### src/rtl/vcmp_pkg.sv
// Shared types and op-decoding helpers for the vector compare sequencer.
package vcmp_pkg;

    typedef enum logic [1:0] {
        CMP_LT = 2'b00,
        CMP_LE = 2'b01,
        CMP_GT = 2'b10,
        CMP_GE = 2'b11
    } cmp_op_e;

    typedef enum logic [1:0] {
        IDLE = 2'b00,
        RUN  = 2'b01,
        DONE = 2'b10
    } vcmp_state_e;

    // LE and GT both use the comparator's "or-equal" mode.
    function automatic logic op_to_leq(cmp_op_e op);
        return (op == CMP_LE) || (op == CMP_GT);
    endfunction

    // GT and GE take the comparator's ge_gt output, LT and LE take lt_le.
    function automatic logic op_sel_ge(cmp_op_e op);
        return (op == CMP_GT) || (op == CMP_GE);
    endfunction

endpackage

### src/rtl/vcmp_sequencer_if.sv
// Bundles the issue-side request/result handshake and the COM comparator port.
interface vcmp_sequencer_if #(
    parameter int DATA_WIDTH = 32,
    parameter int NUM_ELEM   = 8
);
    localparam int VL_W = $clog2(NUM_ELEM + 1);

    logic                           req_valid_i;
    logic                           req_ready_o;
    logic [1:0]                     req_op_i;
    logic                           req_tc_i;
    logic                           req_vx_i;
    logic [VL_W-1:0]                req_vl_i;
    logic                           req_vm_i;
    logic [NUM_ELEM*DATA_WIDTH-1:0] req_a_i;
    logic [NUM_ELEM*DATA_WIDTH-1:0] req_b_i;
    logic [DATA_WIDTH-1:0]          req_scalar_i;
    logic [NUM_ELEM-1:0]            req_mask_i;
    logic [NUM_ELEM-1:0]            req_old_i;
    logic                           kill_i;
    logic                           cmp_en_o;
    logic [DATA_WIDTH-1:0]          cmp_a_o;
    logic [DATA_WIDTH-1:0]          cmp_b_o;
    logic                           cmp_leq_o;
    logic                           cmp_tc_o;
    logic                           cmp_lt_le_i;
    logic                           cmp_ge_gt_i;
    logic                           res_valid_o;
    logic                           res_ready_i;
    logic [NUM_ELEM-1:0]            res_mask_o;
    logic                           busy_o;

    // Issue stage / ALU side: drives requests and comparator results.
    modport master (
        output req_valid_i, req_op_i, req_tc_i, req_vx_i, req_vl_i, req_vm_i,
               req_a_i, req_b_i, req_scalar_i, req_mask_i, req_old_i, kill_i,
               cmp_lt_le_i, cmp_ge_gt_i, res_ready_i,
        input  req_ready_o, cmp_en_o, cmp_a_o, cmp_b_o, cmp_leq_o, cmp_tc_o,
               res_valid_o, res_mask_o, busy_o
    );

    // Sequencer side.
    modport slave (
        input  req_valid_i, req_op_i, req_tc_i, req_vx_i, req_vl_i, req_vm_i,
               req_a_i, req_b_i, req_scalar_i, req_mask_i, req_old_i, kill_i,
               cmp_lt_le_i, cmp_ge_gt_i, res_ready_i,
        output req_ready_o, cmp_en_o, cmp_a_o, cmp_b_o, cmp_leq_o, cmp_tc_o,
               res_valid_o, res_mask_o, busy_o
    );

endinterface

### src/rtl/vcmp_elem_sel.sv
// Picks the current element of a and b (or the broadcast scalar) for the comparator.
module vcmp_elem_sel #(
    parameter int DATA_WIDTH = 32,
    parameter int NUM_ELEM   = 8,
    parameter int IDX_W      = 3
) (
    input  logic [NUM_ELEM*DATA_WIDTH-1:0] a_i,
    input  logic [NUM_ELEM*DATA_WIDTH-1:0] b_i,
    input  logic [DATA_WIDTH-1:0]          scalar_i,
    input  logic                           vx_i,
    input  logic [IDX_W-1:0]               idx_i,
    output logic [DATA_WIDTH-1:0]          cmp_a_o,
    output logic [DATA_WIDTH-1:0]          cmp_b_o
);
    logic [DATA_WIDTH-1:0] a_arr [NUM_ELEM];
    logic [DATA_WIDTH-1:0] b_arr [NUM_ELEM];

    for (genvar k = 0; k < NUM_ELEM; k++) begin : g_slice
        assign a_arr[k] = a_i[k*DATA_WIDTH +: DATA_WIDTH];
        assign b_arr[k] = b_i[k*DATA_WIDTH +: DATA_WIDTH];
    end

    // Element mux; vx replaces the vs1 element with the rs1 scalar.
    always_comb begin
        cmp_a_o = a_arr[idx_i];
        cmp_b_o = vx_i ? scalar_i : b_arr[idx_i];
    end

endmodule

### src/rtl/vcmp_sequencer.sv
// Steps one vector compare through the shared COM comparator, one element per
// cycle, and assembles a mask/tail-undisturbed destination mask.
module vcmp_sequencer
    import vcmp_pkg::*;
#(
    parameter int DATA_WIDTH = 32,
    parameter int NUM_ELEM   = 8
) (
    input  logic            module_clk_i,
    input  logic            rst_ni,
    vcmp_sequencer_if.slave bus
);
    localparam int              VL_W   = $clog2(NUM_ELEM + 1);
    localparam int              IDX_W  = (NUM_ELEM > 1) ? $clog2(NUM_ELEM) : 1;
    localparam logic [VL_W-1:0] MAX_VL = VL_W'(NUM_ELEM);
    localparam logic [VL_W-1:0] VL_ONE = VL_W'(1);

    vcmp_state_e                    state_q, state_d;
    logic [VL_W-1:0]                idx_q, idx_d;
    logic [VL_W-1:0]                vl_q, vl_d;
    cmp_op_e                        op_q, op_d;
    logic                           tc_q, tc_d;
    logic                           vx_q, vx_d;
    logic                           vm_q, vm_d;
    logic [NUM_ELEM*DATA_WIDTH-1:0] a_q, a_d;
    logic [NUM_ELEM*DATA_WIDTH-1:0] b_q, b_d;
    logic [DATA_WIDTH-1:0]          scalar_q, scalar_d;
    logic [NUM_ELEM-1:0]            mask_q, mask_d;
    logic [NUM_ELEM-1:0]            res_q, res_d;

    logic [IDX_W-1:0]               idx_sel;
    logic [VL_W-1:0]                vl_clamped;
    logic                           elem_active;
    logic                           elem_bit;
    logic                           in_run;
    logic [DATA_WIDTH-1:0]          sel_a;
    logic [DATA_WIDTH-1:0]          sel_b;

    vcmp_elem_sel #(
        .DATA_WIDTH (DATA_WIDTH),
        .NUM_ELEM   (NUM_ELEM),
        .IDX_W      (IDX_W)
    ) u_elem_sel (
        .a_i      (a_q),
        .b_i      (b_q),
        .scalar_i (scalar_q),
        .vx_i     (vx_q),
        .idx_i    (idx_sel),
        .cmp_a_o  (sel_a),
        .cmp_b_o  (sel_b)
    );

    // Per-element decode: activity under the v0 mask and which COM output to keep.
    always_comb begin
        idx_sel     = idx_q[IDX_W-1:0];
        vl_clamped  = (bus.req_vl_i > MAX_VL) ? MAX_VL : bus.req_vl_i;
        elem_active = vm_q | mask_q[idx_sel];
        elem_bit    = op_sel_ge(op_q) ? bus.cmp_ge_gt_i : bus.cmp_lt_le_i;
        in_run      = (state_q == RUN);
    end

    // Next-state and datapath: latch on accept, fold in one result bit per RUN cycle.
    always_comb begin
        state_d  = state_q;
        idx_d    = idx_q;
        vl_d     = vl_q;
        op_d     = op_q;
        tc_d     = tc_q;
        vx_d     = vx_q;
        vm_d     = vm_q;
        a_d      = a_q;
        b_d      = b_q;
        scalar_d = scalar_q;
        mask_d   = mask_q;
        res_d    = res_q;
        case (state_q)
            IDLE: begin
                if (bus.req_valid_i) begin
                    op_d     = cmp_op_e'(bus.req_op_i);
                    tc_d     = bus.req_tc_i;
                    vx_d     = bus.req_vx_i;
                    vm_d     = bus.req_vm_i;
                    vl_d     = vl_clamped;
                    a_d      = bus.req_a_i;
                    b_d      = bus.req_b_i;
                    scalar_d = bus.req_scalar_i;
                    mask_d   = bus.req_mask_i;
                    res_d    = bus.req_old_i;
                    idx_d    = '0;
                    state_d  = (vl_clamped == '0) ? DONE : RUN;
                end
            end
            RUN: begin
                if (bus.kill_i) begin
                    state_d = IDLE;
                end else begin
                    if (elem_active) begin
                        res_d[idx_sel] = elem_bit;
                    end
                    if (idx_q == vl_q - VL_ONE) begin
                        state_d = DONE;
                    end else begin
                        idx_d = idx_q + VL_ONE;
                    end
                end
            end
            DONE: begin
                if (bus.kill_i || bus.res_ready_i) begin
                    state_d = IDLE;
                end
            end
            default: state_d = IDLE;
        endcase
    end

    // FSM state register.
    always_ff @(posedge module_clk_i or negedge rst_ni) begin
        if (!rst_ni) begin
            state_q <= IDLE;
        end else begin
            state_q <= state_d;
        end
    end

    // Latched operands, element index and the result being built.
    always_ff @(posedge module_clk_i or negedge rst_ni) begin
        if (!rst_ni) begin
            idx_q    <= '0;
            vl_q     <= '0;
            op_q     <= CMP_LT;
            tc_q     <= 1'b0;
            vx_q     <= 1'b0;
            vm_q     <= 1'b0;
            a_q      <= '0;
            b_q      <= '0;
            scalar_q <= '0;
            mask_q   <= '0;
            res_q    <= '0;
        end else begin
            idx_q    <= idx_d;
            vl_q     <= vl_d;
            op_q     <= op_d;
            tc_q     <= tc_d;
            vx_q     <= vx_d;
            vm_q     <= vm_d;
            a_q      <= a_d;
            b_q      <= b_d;
            scalar_q <= scalar_d;
            mask_q   <= mask_d;
            res_q    <= res_d;
        end
    end

    // Outputs; comparator inputs are parked at zero outside RUN so COM stays quiet.
    always_comb begin
        bus.req_ready_o = (state_q == IDLE);
        bus.busy_o      = (state_q != IDLE);
        bus.res_valid_o = (state_q == DONE);
        bus.res_mask_o  = (state_q == DONE) ? res_q : '0;
        bus.cmp_en_o    = in_run & elem_active;
        bus.cmp_a_o     = in_run ? sel_a : '0;
        bus.cmp_b_o     = in_run ? sel_b : '0;
        bus.cmp_leq_o   = in_run & op_to_leq(op_q);
        bus.cmp_tc_o    = in_run & tc_q;
    end

endmodule

### src/flat_wrapper.sv
// flat-port wrapper written by rule: the top's interface ports become plain ports
module vcmp_sequencer_flat import vcmp_pkg::*;
#(
    parameter int DATA_WIDTH = 32,
    parameter int NUM_ELEM   = 8
)
  (module_clk_i, rst_ni, bus_req_valid_i, bus_req_op_i, bus_req_tc_i, bus_req_vx_i, bus_req_vl_i, bus_req_vm_i, bus_req_a_i, bus_req_b_i, bus_req_scalar_i, bus_req_mask_i, bus_req_old_i, bus_kill_i, bus_cmp_lt_le_i, bus_cmp_ge_gt_i, bus_res_ready_i, bus_req_ready_o, bus_cmp_en_o, bus_cmp_a_o, bus_cmp_b_o, bus_cmp_leq_o, bus_cmp_tc_o, bus_res_valid_o, bus_res_mask_o, bus_busy_o);
  vcmp_sequencer_if #(.DATA_WIDTH(DATA_WIDTH), .NUM_ELEM(NUM_ELEM)) bus_i ();
  input  logic module_clk_i;
  input  logic rst_ni;
  input wire logic [$bits(bus_i.req_valid_i)-1:0] bus_req_valid_i;
  input wire logic [$bits(bus_i.req_op_i)-1:0] bus_req_op_i;
  input wire logic [$bits(bus_i.req_tc_i)-1:0] bus_req_tc_i;
  input wire logic [$bits(bus_i.req_vx_i)-1:0] bus_req_vx_i;
  input wire logic [$bits(bus_i.req_vl_i)-1:0] bus_req_vl_i;
  input wire logic [$bits(bus_i.req_vm_i)-1:0] bus_req_vm_i;
  input wire logic [$bits(bus_i.req_a_i)-1:0] bus_req_a_i;
  input wire logic [$bits(bus_i.req_b_i)-1:0] bus_req_b_i;
  input wire logic [$bits(bus_i.req_scalar_i)-1:0] bus_req_scalar_i;
  input wire logic [$bits(bus_i.req_mask_i)-1:0] bus_req_mask_i;
  input wire logic [$bits(bus_i.req_old_i)-1:0] bus_req_old_i;
  input wire logic [$bits(bus_i.kill_i)-1:0] bus_kill_i;
  input wire logic [$bits(bus_i.cmp_lt_le_i)-1:0] bus_cmp_lt_le_i;
  input wire logic [$bits(bus_i.cmp_ge_gt_i)-1:0] bus_cmp_ge_gt_i;
  input wire logic [$bits(bus_i.res_ready_i)-1:0] bus_res_ready_i;
  output wire logic [$bits(bus_i.req_ready_o)-1:0] bus_req_ready_o;
  output wire logic [$bits(bus_i.cmp_en_o)-1:0] bus_cmp_en_o;
  output wire logic [$bits(bus_i.cmp_a_o)-1:0] bus_cmp_a_o;
  output wire logic [$bits(bus_i.cmp_b_o)-1:0] bus_cmp_b_o;
  output wire logic [$bits(bus_i.cmp_leq_o)-1:0] bus_cmp_leq_o;
  output wire logic [$bits(bus_i.cmp_tc_o)-1:0] bus_cmp_tc_o;
  output wire logic [$bits(bus_i.res_valid_o)-1:0] bus_res_valid_o;
  output wire logic [$bits(bus_i.res_mask_o)-1:0] bus_res_mask_o;
  output wire logic [$bits(bus_i.busy_o)-1:0] bus_busy_o;
  assign bus_i.req_valid_i = bus_req_valid_i;
  assign bus_i.req_op_i = bus_req_op_i;
  assign bus_i.req_tc_i = bus_req_tc_i;
  assign bus_i.req_vx_i = bus_req_vx_i;
  assign bus_i.req_vl_i = bus_req_vl_i;
  assign bus_i.req_vm_i = bus_req_vm_i;
  assign bus_i.req_a_i = bus_req_a_i;
  assign bus_i.req_b_i = bus_req_b_i;
  assign bus_i.req_scalar_i = bus_req_scalar_i;
  assign bus_i.req_mask_i = bus_req_mask_i;
  assign bus_i.req_old_i = bus_req_old_i;
  assign bus_i.kill_i = bus_kill_i;
  assign bus_i.cmp_lt_le_i = bus_cmp_lt_le_i;
  assign bus_i.cmp_ge_gt_i = bus_cmp_ge_gt_i;
  assign bus_i.res_ready_i = bus_res_ready_i;
  assign bus_req_ready_o = bus_i.req_ready_o;
  assign bus_cmp_en_o = bus_i.cmp_en_o;
  assign bus_cmp_a_o = bus_i.cmp_a_o;
  assign bus_cmp_b_o = bus_i.cmp_b_o;
  assign bus_cmp_leq_o = bus_i.cmp_leq_o;
  assign bus_cmp_tc_o = bus_i.cmp_tc_o;
  assign bus_res_valid_o = bus_i.res_valid_o;
  assign bus_res_mask_o = bus_i.res_mask_o;
  assign bus_busy_o = bus_i.busy_o;
  vcmp_sequencer #(.DATA_WIDTH(DATA_WIDTH), .NUM_ELEM(NUM_ELEM)) u_core (.module_clk_i(module_clk_i), .rst_ni(rst_ni), .bus(bus_i));
endmodule
### config.mk
export PLATFORM = sky130hd
export DESIGN_NAME = vcmp_sequencer_flat
export DESIGN_NICKNAME = d
export VERILOG_FILES = /design/src/rtl/vcmp_pkg.sv /design/src/rtl/vcmp_sequencer_if.sv /design/src/rtl/vcmp_elem_sel.sv /design/src/rtl/vcmp_sequencer.sv /design/src/flat_wrapper.sv
export SDC_FILE = /design/constraint.sdc
export NUM_CORES = 1
export LEC_CHECK = 0
export ABC_CLOCK_PERIOD_IN_PS = 2500
export CAP_MARGIN = 10
export CORE_AREA = 2 2 255 257
export DETAILED_ROUTE_END_ITERATION = 8
export DIE_AREA = 0 0 257 259
export PLACE_DENSITY = 0.69
export REMOVE_ABC_BUFFERS = 1
export SLEW_MARGIN = 10
export SYNTH_ARGS = -nofsm -noshare
export SYNTH_HDL_FRONTEND = slang
export SYNTH_SLANG_ARGS = --single-unit
### constraint.sdc
create_clock -name module_clk_i -period 2.5 [get_ports module_clk_i]
set_clock_uncertainty 0.05 [all_clocks]
set_input_delay 0.5 -clock module_clk_i [delete_from_list [all_inputs] [get_ports module_clk_i]]
set_output_delay 0.5 -clock module_clk_i [all_outputs]
set_load 0.005 [all_outputs]
* Word-level counts from Yosys, hierarchy flattened *
Index checks and enable logic that the tools add are counted.
W data, S select, Z words.

word-level totals
  register bits = 575
  input port bits = 576
  output and inout bits = 78
  logic and storage cells = 78

cells by class
  add/sub/neg operators = 2
  $lt $le $gt $ge = 4
  eq/ne operators = 12
  multiplexer cells = 31
  bitwise gates (word level) = 5
  reduce and logical (&&, ||, !) cells = 12

operators with widths
  operator               count
  $mux W32               7
  $bmux W32 S3           2
  $mux W8                4
  $mux W4                4
  $pmux W8 S2            1
  $mux W2                5
  $bwmux W8              1
  $pmux W4 S2            1
  $reduce_and A4 Y1      2
  $eq A2 B2 Y1 const B   3
  $ne A2 B2 Y1 const B   3
  $pmux W2 S3            1
  $add A4 B1 Y4 const B  1
  $eq A2 B1 Y1 const B   2
  $eq A4 B4 Y1           1
  $ge A4 B4 Y1 const B   1
  $gt A4 B4 Y1 const B   1
  $logic_not A4 Y1       1
  $lt A3 B4 Y1 const B   1
  $ne A2 B1 Y1 const B   2
  $not A3 Y4             1
  $reduce_bool A2 Y1     2
  $sub A4 B1 Y4 const B  1
  $and A1 B1 Y1          3
  11 further kinds       15

* Logic depth before layout (Yosys ltp) *
Gate-level depths: netlist of run 1.

  depth after elaboration = 8
  mapped depth = 8
  mapped depth without buffers = 6

* Hierarchy *
A second synthesis of run 1 with hierarchy kept.

unflattened totals
  cell total of the unflattened synthesis = 2985
  area total of the unflattened synthesis = 26825.7 µm²

modules (own cells, without submodules)
  module          instances  cells each  area each (µm²)  sequential area each (µm²)
  vcmp_sequencer  1          2576        22496.6          14388.8
  vcmp_elem_sel   1          409         4329.2           0.0

* Least setup slack after synthesis of run 1 *
Ideal clock, no wire load.

  kind = reg2out
  from = register u_core.idx_q[0]
  to = output bus_cmp_a_o[13]
  data arrival time = 1.595 ns
  required time = 1.950 ns
  slack = 0.355 ns
  cell stages (with the launch flop) = 8
  buffers on the path = 4
  cell sequence = dfrtp_1 > buf_6 > buf_8 > buf_8 > nor3b_4 > buf_6 > a22oi_2 > a41oi_1

between the ends
  longest elaborated chain between the ends = 5

RTL lines
  element                                       RTL line               RTL
  start, declared                               vcmp_sequencer.sv:19   logic [VL_W-1:0] idx_q, idx_d;
  start signal, assigned                        vcmp_sequencer.sv:140  idx_q <= idx_d;
  $not A3 Y4 (implied by the code)              vcmp_elem_sel.sv:25    cmp_a_o = a_arr[idx_i];
  $bmux W32 S3                                  vcmp_elem_sel.sv:25
  $mux W32 (implied by the code) (2 in series)  vcmp_elem_sel.sv:25
  $mux W32                                      vcmp_sequencer.sv:161  bus.cmp_a_o = in_run ? sel_a : '0;
  end, declared                                 flat_wrapper.sv:28     output wire logic [$bits(bus_i.cmp_a_o)-1:0] bus_cmp_a_o;

No other way between the ends. The select of a mux whose other input is x is not followed.

* Worst setup path after layout of run 1 *
  from = register u_core.idx_q[0]
  to = output bus_cmp_b_o[31]

between the ends
  longest elaborated chain between the ends = 6

RTL lines
  element                                       RTL line               RTL
  $not A3 Y4 (implied by the code)              vcmp_elem_sel.sv:26    cmp_b_o = vx_i ? scalar_i : b_arr[idx_i];
  $bmux W32 S3                                  vcmp_elem_sel.sv:26
  $mux W32 (implied by the code) (2 in series)  vcmp_elem_sel.sv:26
  $mux W32                                      vcmp_elem_sel.sv:26
  $mux W32                                      vcmp_sequencer.sv:162  bus.cmp_b_o = in_run ? sel_b : '0;
  end, declared                                 flat_wrapper.sv:29     output wire logic [$bits(bus_i.cmp_b_o)-1:0] bus_cmp_b_o;

No other way between the ends. The select of a mux whose other input is x is not followed.

==> results.py, run 1 <==
metrics = {
    "clock_network": {
        "root_buffer": "clkbuf_16",
        "cts.htree.levels": 2,
        "cts_tree": "yes",
        "clockBufferDepth": 3,
        "clk_pin_slew_ps": 70,
        "clk_latency_ps": 630,
        "numCtsBuffers": 60,
        "cts_sinks": 575,
    },
    "timing": {
        "slew_headroom_pct": 56.5,
        "timing.final.max_slew_violations": 0,
        "hold_viol": 0,
        "timing.final.ws_setup_ps": -678,
        "max_freq_ghz": 0.315,
        "min_period_over_period_pct": 127,
        "worstMarginPinSlew_ps": 646,
        "period_needed_ps": 3180,
        "setup_violations": 65,
        "hold_ws_ps": 330,
        "rsz0062_at_grt": "yes",
    },
    "power": {
        "p_total_w": 0.0465,
        "leakagePower_nw": 19.0,
        "power_density_nw_per_um2": 1170,
        "vdd_ir_drop_max_mv": 0.847,
    },
    "setup_path": {
        "path_cells": "buf_6 > nor2b_4 > buf_12 > buf_4 > a221oi_4 > o211ai_1 > o211a_1 > buf_2",
        "r2r_cells": 8,
        "endpoint_kind": "primary output",
        "setup.worst_path.end": "bus_cmp_b_o[31]",
        "cp_max_fo": 8,
        "r2r_end": "u_core.b_q[149]$_DFFE_PN0P_",
        "critPathArrivalTime_ps": 2630,
        "cpMaxStageDelayCell": "dfrtp_4",
        "cp_slowest_stage_delay_ps": 570,
        "path_class": "flip-flop to primary output",
        "startpoint": "u_core.idx_q[0]$_DFFE_PN0P_",
        "reg2reg_slack_ps": 120,
        "cp_data_required_time_ps": 1950,
        "r2r_start": "u_core.state_q[1]$_DFFE_PN0P_",
        "startpoint_type": "flip-flop",
    },
    "yosys": {
        "dominantRegCellSynth": "dfrtp_1",
        "avgSynthCellArea_sq_um": 8.70,
        "synth_largest_area_cell": "dfrtp_1",
        "ys_types": 73,
        "synthCells": 3043,
        "yosys_warnings": 0,
        "synth_top_area_share_pct": 54.4,
        "synth_enable_flop_cells": 0,
        "syn_area_sq_um": 26500,
        "synth_area_leaders": "dfrtp_1, nand2_1, a22oi_1",
        "synthArstFlopShare_pct": 100,
        "synth_seq_cells": 575,
        "synth-seq-area-share_pct": 54.4,
    },
    "detailed_routing": {
        "drt-total-wl_microns": 106000,
        "wl_per_cell_microns": 22.2,
        "ant_nets": 0,
        "viasPerCell": 5.36,
        "drtIter0Drc": 2633,
        "drtPass1Iterations": 6,
        "vias": 25500,
        "drc": 0,
    },
    "final_layout": {
        "multiInputGateArea_sq_um": 11900,
        "register_area_sq_um": 14400,
        "drive_gt1_share_pct": 19.1,
        "fin_nets": 4439,
        "fillCellCount": 5197,
        "finish.instance_area_sq_um": 39800,
        "final_util_pct": 62.2,
        "syn_to_final_growth_pct": 50.3,
    },
    "hold_path": {
        "hp-class": "input pin to async pin",
    },
    "grt": {
        "grt_util_all_layers_pct": 30.9,
        "antenna_found_initial": 14,
        "grt_pass1_vias": 25600,
        "grt_start_max_net_pins": 74,
        "grt_pass1_wl_microns": 156000,
        "gr-total-overflow": 0,
    },
    "die": {
        "core-area_sq_um": 63900,
        "die-area_sq_um": 66600,
        "rows": 93,
        "die_y_microns": 259,
        "die_w_microns": 257,
        "io_pins": 654,
        "start_util_pct": 41.4,
    },
    "place": {
        "placed_area_sq_um": 35300,
        "io_buffers": 653,
        "place_congestion": 0.942,
        "hpwl_microns": 72800,
    },
    "run_status": {
        "violations": "negative setup slack",
        "status": "complete, but fails checks",
    },
    "flow_run": {
        "max-cap-violations": 0,
    },
}
## cells in the final DEF (no fill, tap or decap), types with 32 or more instances in the layout
| master | synthesis | final |
|---|---|---|
| a41oi_2 | 16 | 32 |
| clkdlybuf4s50_1 | 0 | 574 |
| buf_12 | 0 | 77 |
| buf_2 | 82 | 56 |
| dfrtp_1 | 575 | 570 |
| buf_4 | 6 | 136 |
| a22oi_2 | 9 | 90 |
| nand2_1 | 1673 | 1672 |
| buf_6 | 16 | 76 |
| clkbuf_16 | 0 | 64 |
| a22oi_1 | 135 | 54 |
| o21ai_0 | 61 | 53 |
## cell type report
class / count / share of cell area, %
flip-flops and latches: 575 / 36.2
multi-input cells: 2234 / 30.0
repair buffers: 968 / 25.6
clock buffers: 91 / 4.65
well taps: 855 / 2.69
clock inverters: 19 / 0.604
inverters: 20 / 0.189
diodes: 7 / 0.0441
## state kept, by name, summed over array words and instances (netlist names)
name,cells
u_core.a_q,256
u_core.b_q,256
u_core.idx_q,4
u_core.mask_q,8
u_core.op_q,2
u_core.res_q,8
u_core.scalar_q,32
u_core.state_q,2
u_core.tc_q,1
u_core.vl_q,4
u_core.vm_q,1
u_core.vx_q,1
## power by group
part	switching [W]	total (W)	internal, W
Combinational	0.0106	0.0201	0.00946
Clock	0.00386	0.00945	0.00559
Sequential	0.00317	0.0169	0.0137
Total	0.0177	0.0465	0.0288
## worst min-delay path by stage
stage | start | endpoint
2_1_floorplan | rst_ni | u_core.a_q[0]$_DFFE_PN0P_
3_3_place_gp | u_core.tc_q$_DFFE_PN0P_ | u_core.tc_q$_DFFE_PN0P_
3_5_place_dp | u_core.scalar_q[10]$_DFFE_PN0P_ | u_core.scalar_q[10]$_DFFE_PN0P_
4_1_cts | bus_req_a_i[116] | u_core.a_q[116]$_DFFE_PN0P_
5_1_grt | bus_req_b_i[30] | u_core.b_q[30]$_DFFE_PN0P_
6_report | rst_ni | u_core.mask_q[7]$_DFFE_PN0P_
## logic make-up (layout without fill, tap and decap cells)
group                    after synthesis  after routing  synth area share, %
AO/OA/AOI/OAI                        392            392                 12.2
XOR/XNOR                               5              5                0.218
adder cells (fa/ha/maj)                4              4                0.189
buffers and inverters                234           1098                 4.47
flip-flops                           575            575                 54.4
multiplexers                          51             51                 2.10
other                                  0              7                    0
AND/OR/NAND/NOR                     1782           1782                 26.5
## Yosys cell counts, drive strengths merged (4+ instances only)
master / instances
mux2i: 24
mux2: 27
nand4: 8
a22o: 13
o221ai: 7
a22oi: 145
nor3b: 5
nand2b: 5
o2bb2ai: 9
and2: 30
o221a: 4
inv: 20
a41oi: 33
a221oi: 33
a2111oi: 6
dfrtp: 575
nor2: 13
nand3: 12
a211oi: 8
a31oi: 16
or3b: 4
o211ai: 13
nand2: 1673
o21ai: 64
ha: 4
a21oi: 8
nor2b: 12
clkbuf: 97
a31o: 5
o211a: 8
a221o: 5
a222oi: 10
buf: 117
## metal layers
| layer | share of wire [%] | up-vias | track usage (%) |
|---|---|---|---|
| met1 | 41 | 12400 | 40.7 |
| met4 | 3.7 | 10 | 11.5 |
| met3 | 8.3 | 228 | 6.43 |
| li1 | - | 11600 | - |
| met5 | 0.058 | - | 0 |
| met2 | 47 | 1239 | 50.2 |
## critical path, delay by kind of cell, from the launching register on
family / cells / cell delay [ps]
flops: 1 / 570
buf+inv: 4 / 630
simple gates: 1 / 130
compound gates: 3 / 650
## what timing repair did
item,CTS,global route
hold buffers,1,0
cloned,13,2
gates resized for setup,434,210
pin swaps,83,121
endpoints found under the hold margin,32,0
setup buffers,72,54
setup endpoints to repair,78,77
## stage by stage
| step | instances | worst slack [ps] | TNS (ps) |
|---|---|---|---|
| floorplan | 2829 | -16740 | -8321250 |
| global placement | 4540 | -353 | -15120 |
| detailed placement | 4540 | -337 | -15280 |
| CTS | 4735 | -891 | -38900 |
| global route | 4769 | -745 | -41170 |
| finish | 4769 | -678 | -36250 |
(Power assumes the default switching activity.)
==> run 2: changes to the inputs <==
CELL_PAD_IN_SITES_DETAIL_PLACEMENT = 1   (was not set)
CELL_PAD_IN_SITES_GLOBAL_PLACEMENT = 2   (was not set)
CORE_AREA = not set   (was 2 2 255 257)
CORE_UTILIZATION = 29   (was not set)
DIE_AREA = not set   (was 0 0 257 259)
PLACE_DENSITY = not set   (was 0.69)
PLACE_DENSITY_LB_ADDON = 0.1   (was not set)
==> run 2 against run 1 <==
Effect of this change:
- the run still ends with negative setup slack left
- worst hold slack lost 7.3 ps
- register-to-register slack got worse by 70 ps
- combinational power increased by 2%
- total power increased by 2.9%
- die area is 39% higher
- via count fell by 0.87%
- non-clock buffer count rose by 30
- sequential cell count stayed put
- setup slack got worse by 58 ps
- largest cell class unchanged
- largest power group unchanged
==> results.py, run 2 (same netlist as run 1, synthesis figures left out) <==
metrics = {
    "setup_path": {
        "cp_slowest_stage_delay_ps": 510,
        "critPathArrivalTime_ps": 2690,
        "cpMaxStageDelayCell": "dfrtp_4",
        "cp_max_fo": 6,
        "cp_data_required_time_ps": 1950,
        "path_cells": "buf_12 > buf_12 > and3b_4 > buf_12 > a222oi_1 > o211ai_1 > o211a_1 > buf_6",
        "cp_common_cell": "buf_12",
        "path_class": "flip-flop to primary output",
        "startpoint_type": "flip-flop",
        "r2r_cells": 11,
        "endpoint_kind": "primary output",
    },
    "die": {
        "die-area_sq_um": 92500,
        "rows": 110,
        "die_y_microns": 304,
        "io_pins": 654,
        "core-area_sq_um": 90100,
        "start_util_pct": 29.4,
        "die_w_microns": 304,
    },
    "timing": {
        "timing.final.ws_setup_ps": -736,
        "hold_ws_ps": 323,
        "rsz0062_at_grt": "yes",
        "setup_violations": 65,
        "hold_viol": 0,
        "min_period_over_period_pct": 129,
        "slew_headroom_pct": 58.5,
        "timing.final.max_slew_violations": 0,
        "period_needed_ps": 3240,
        "worstMarginPinSlew_ps": 607,
        "max_freq_ghz": 0.309,
    },
    "detailed_routing": {
        "drtPass1Iterations": 5,
        "vias": 25300,
        "wl_per_cell_microns": 23.8,
        "ant_nets": 0,
        "drc": 0,
        "viasPerCell": 4.94,
        "drt-total-wl_microns": 122000,
        "drtIter0Drc": 1607,
    },
    "place": {
        "placed_area_sq_um": 35900,
        "io_buffers": 653,
        "hpwl_microns": 86600,
        "place_congestion": 0.881,
    },
    "clock_network": {
        "cts_sinks": 575,
        "cts_tree": "yes",
        "clockBufferDepth": 3,
        "cts.htree.levels": 3,
        "root_buffer": "clkbuf_16",
        "clk_pin_slew_ps": 60,
        "clk_latency_ps": 620,
        "numCtsBuffers": 70,
    },
    "final_layout": {
        "mostFrequentLayoutCell": "nand2_1",
        "mostFrequentLayoutCells": "nand2_1, clkdlybuf4s50_1, dfrtp_1, buf_4, a22oi_2",
        "register_area_sq_um": 14400,
        "syn_to_final_growth_pct": 54.3,
        "multiInputGateArea_sq_um": 12000,
        "finish.instance_area_sq_um": 40800,
        "drive_gt1_share_pct": 20.1,
        "final_util_pct": 45.3,
        "fin_nets": 4479,
        "fillCellCount": 10100,
        "layout_top_registers": "u_core.a_q x256, u_core.b_q x256, u_core.scalar_q x32",
    },
    "grt": {
        "gr-total-overflow": 0,
        "grt_pass1_vias": 28200,
        "antenna_found_initial": 25,
        "grt_start_max_net_pins": 75,
        "grt_pass1_wl_microns": 181000,
        "grt_util_all_layers_pct": 26.0,
    },
    "power": {
        "vdd_ir_drop_max_mv": 0.514,
        "power_density_nw_per_um2": 1170,
        "leakagePower_nw": 19.3,
    },
    "run_status": {
        "status": "complete, but fails checks",
        "violations": "negative setup slack",
    },
    "flow_run": {
        "max-cap-violations": 0,
    },
    "hold_path": {
        "hp-class": "input pin to async pin",
    },
}
==> run 2: cell types whose count changed in the layout (fill, tap and decap cells not counted), moves of 7 or more <==
cell | before | now
buf_4 | 136 | 174
clkbuf_1 | 10 | 18
clkbuf_16 | 64 | 74
buf_6 | 76 | 62
buf_12 | 77 | 84
clkbuf_2 | 10 | 3
==> run 2: timing repair <==
item                                   in CTS  in global routing
buffers inserted                           95                 26
hold buffers                                1                  0
gates cloned                               14                  3
setup endpoints to repair                  79                 75
endpoints found under the hold margin      26                  0
gates resized for setup                   536                103
pin swaps                                 119                 92
==> run 2: critical path, delay by kind of cell (launching register included) <==
| family | cells | cell delay [ps] |
|---|---|---|
| AO/OA/AOI/OAI | 3 | 790 |
| buffers and inverters | 4 | 550 |
| flip-flops | 1 | 510 |
| AND/OR/NAND/NOR | 1 | 210 |
==> run 2: metrics by stage <==
step	TNS [ps]	total power, W	instances	worst slack [ps]
3_3_place_gp	-20970	0.0336	4881	-493
2_1_floorplan	-8321250	0.0191	2829	-16740
5_1_grt	-42930	0.0507	5125	-848
4_1_cts	-40180	0.0476	5104	-714
6_report	-38160	0.0478	5128	-736
3_5_place_dp	-21670	0.0342	4881	-514
==> run 2: path summary, 6_finish.rpt <==
kind | start | endpoint | slack [ps]
worst max-delay path | u_core.idx_q[0]$_DFFE_PN0P_ | bus_cmp_b_o[31] | -740
worst min-delay path | rst_ni | u_core.b_q[213]$_DFFE_PN0P_ | 320
worst max register to register | u_core.idx_q[1]$_DFFE_PN0P_ | u_core.res_q[4]$_DFFE_PN0P_ | 50
worst min register to register | u_core.b_q[108]$_DFFE_PN0P_ | u_core.b_q[108]$_DFFE_PN0P_ | 420
max in group asynchronous | rst_ni | u_core.a_q[212]$_DFFE_PN0P_ | 1100
min in group module_clk_i | bus_req_a_i[233] | u_core.a_q[233]$_DFFE_PN0P_ | 350
==> run 2: report_power, final <==
part / internal [W] / switching (W)
clock: 0.00618 / 0.00425
combinational: 0.00956 / 0.0110
sequential: 0.0138 / 0.00303
total: 0.0295 / 0.0183
==> run 2: layer usage <==
layer	share of wire [%]	up-vias	track usage [%]
met2	49	638	44.6
met5	0.19	-	0
met1	42	12700	32.6
li1	-	11700	-
met3	5.0	219	5.06
met4	3.1	38	8.77
==> run 2: area by class of cell <==
class,count,share of cell area (%)
diodes,4,0.0245
clock buffers,106,5.09
clock inverters,15,0.607
inverters,20,0.184
multi-input cells,2234,29.4
flip-flops and latches,575,35.3
well taps,1176,3.60
repair buffers,998,25.8
==> run 3: changes to the inputs <==
--- a/config.mk
+++ b/config.mk
@@ -13,2 +13,3 @@
 export DETAILED_ROUTE_END_ITERATION = 8
+export MAX_ROUTING_LAYER = met4
 export PLACE_DENSITY_LB_ADDON = 0.1
==> constraint.sdc (replaced) <==
create_clock -name module_clk_i -period 2.5 [get_ports module_clk_i]
set_clock_uncertainty 0.05 [all_clocks]
set_input_delay 0.75 -clock module_clk_i [delete_from_list [all_inputs] [get_ports module_clk_i]]
set_output_delay 0.75 -clock module_clk_i [all_outputs]
set_load 0.005 [all_outputs]
==> run 3 against run 2 <==
Effect of this change:
- the run still ends with negative setup slack left
- routed wire length rose by 1.3%
- clock power barely moved
- worst hold slack improved by 98 ps
- first-iteration DRC count rose by 2.6%
- utilization rose by 0.52 points
- combinational power rose by 3%
- global-route usage rose by 1.1 points
- via count rose by 0.70%
- maximum frequency fell by 6.5%
- total power rose by 0.98%
- largest power group unchanged
- highest routed layer is now met4
==> results.py, run 3 (same netlist as run 1, synthesis figures left out) <==
metrics = {
    "run_status": {
        "status": "complete, but fails checks",
        "violations": "negative setup slack",
    },
    "die": {
        "die_w_microns": 304,
        "start_util_pct": 29.4,
        "io_pins": 654,
        "core-area_sq_um": 90100,
        "rows": 110,
        "die-area_sq_um": 92500,
        "die_y_microns": 304,
    },
    "clock_network": {
        "clk_pin_slew_ps": 60,
        "root_buffer": "clkbuf_16",
        "cts_tree": "yes",
        "clk_latency_ps": 610,
        "cts_sinks": 575,
        "cts.htree.levels": 3,
        "numCtsBuffers": 70,
        "clockBufferDepth": 3,
    },
    "final_layout": {
        "syn_to_final_growth_pct": 56.1,
        "mostFrequentLayoutCell": "nand2_1",
        "fin_nets": 4509,
        "mostFrequentLayoutCells": "nand2_1, clkdlybuf4s50_1, dfrtp_1, buf_4, buf_12",
        "layout_top_registers": "u_core.a_q x256, u_core.b_q x256, u_core.scalar_q x32",
        "drive_gt1_share_pct": 20.6,
    },
    "grt": {
        "grt_pass1_wl_microns": 181000,
        "grt_pass1_vias": 28300,
        "grt_start_max_net_pins": 61,
        "antenna_found_initial": 31,
        "grt_util_all_layers_pct": 27.1,
        "gr-total-overflow": 0,
    },
    "hold_path": {
        "hp-start": "u_core.scalar_q[7]$_DFFE_PN0P_",
        "hp-class": "flip-flop to flip-flop",
    },
    "detailed_routing": {
        "drc": 0,
        "top_layer": "met4",
        "vias": 25500,
        "wl_met2_microns": 60600,
        "drt-total-wl_microns": 123000,
        "wl_per_cell_microns": 23.8,
        "drtPass1Iterations": 5,
        "viasPerCell": 4.91,
        "ant_nets": 0,
        "met3_wirelength_microns": 6770,
        "drtIter0Drc": 1649,
        "drt-met1-wl_microns": 51400,
    },
    "setup_path": {
        "startpoint": "u_core.idx_q[0]$_DFFE_PN0P_",
        "r2r_start": "u_core.idx_q[1]$_DFFE_PN0P_",
        "cp_max_fo": 6,
        "endpoint_kind": "primary output",
        "cp_data_required_time_ps": 1700,
        "critPathArrivalTime_ps": 2660,
        "startpoint_type": "flip-flop",
        "path_class": "flip-flop to primary output",
    },
    "power": {
        "leakagePower_nw": 19.5,
        "vdd_ir_drop_max_mv": 0.498,
        "p_total_w": 0.0483,
        "power_density_nw_per_um2": 1170,
    },
    "timing": {
        "setup_violations": 75,
        "timing.final.ws_setup_ps": -960,
        "worstMarginPinSlew_ps": 567,
        "finalSetupTns_ps": -56290,
        "period_needed_ps": 3460,
        "max_freq_ghz": 0.289,
        "min_period_over_period_pct": 138,
        "timing.final.max_slew_violations": 0,
        "slew_headroom_pct": 61.9,
        "rsz0062_at_grt": "yes",
        "hold_viol": 0,
    },
    "place": {
        "place_congestion": 0.880,
        "hpwl_microns": 88800,
        "io_buffers": 653,
    },
    "flow_run": {
        "max-cap-violations": 0,
    },
}
run 3: cell types whose count changed in the layout (fill, tap and decap cells not counted), moves of 7 or more:
cell and change:
diode_2 +27, a221oi_2 -7, buf_12 +20, a22oi_2 -17
clkinv_2 +8, buf_6 +18, a22oi_1 +17
run 3: worst max-delay path, cell delays in order, from the launching register on:
cell	delay [ps]
dfrtp_4	460
buf_6	130
buf_8	130
nor3_4	50
buf_4	140
buf_8	130
buf_12	140
a222oi_1	480
a31oi_4	190
buf_2	180
run 3: what timing repair did:
action / 4_1_cts / 5_1_grt
pin swaps: 109 / 105
endpoints found under the hold margin: 1 / 0
setup buffers: 93 / 46
gates cloned: 15 / 2
setup endpoints to repair: 86 / 81
gates resized for setup: 528 / 156
hold buffers: 1 / 0
run 3: area by class of cell:
type                       count  area, sq um
antenna                       31         77.6
clock buffer                 104         2050
clock inverter                23          236
fill                       10100        48900
inverter                      20         77.6
multi-input combinational   2234        11900
sequential                   575        14400
tap                         1176         1470
timing repair buffer        1028        11000
run 3: power by group:
| part | internal, W | leakage, nW | switching [W] |
|---|---|---|---|
| clock network | 0.00593 | 1.12 | 0.00431 |
| logic | 0.0101 | 11.3 | 0.0112 |
| registers | 0.0138 | 7.08 | 0.00307 |
run 3: metal layers:
layer	vias to the layer above	track usage [%]
met5	-	-
met4	0	11.1
met3	194	5.38
met2	742	44.3
met1	12800	32.5
li1	11800	-
run 3: stage by stage:
step | cell area [sq um] | worst slack, ps | util, % | hold WS [ps] | std cells
floorplan | 25400 | -16740 | - | 387 | 2829
global placement | 36300 | -649 | 40.2 | 400 | 4907
detailed placement | 36300 | -660 | 40.2 | 409 | 4907
CTS | 40500 | -996 | 44.9 | 424 | 5132
global route | 41300 | -1040 | 45.8 | 443 | 5190
finish | 41300 | -960 | 45.8 | 421 | 5191
run 3: final timing paths:
check | end | slack (ps) | depth (start not counted)
max in group asynchronous | u_core.a_q[52]$_DFFE_PN0P_ | 790 | 3
worst min register to register | u_core.scalar_q[7]$_DFFE_PN0P_ | 420 | 2
min in group asynchronous | u_core.b_q[34]$_DFFE_PN0P_ | 560 | 2
worst max-delay path | bus_cmp_b_o[7] | -960 | 9
worst min-delay path | u_core.scalar_q[7]$_DFFE_PN0P_ | 420 | 2
worst max register to register | u_core.res_q[2]$_DFFE_PN0P_ | 70 | 9
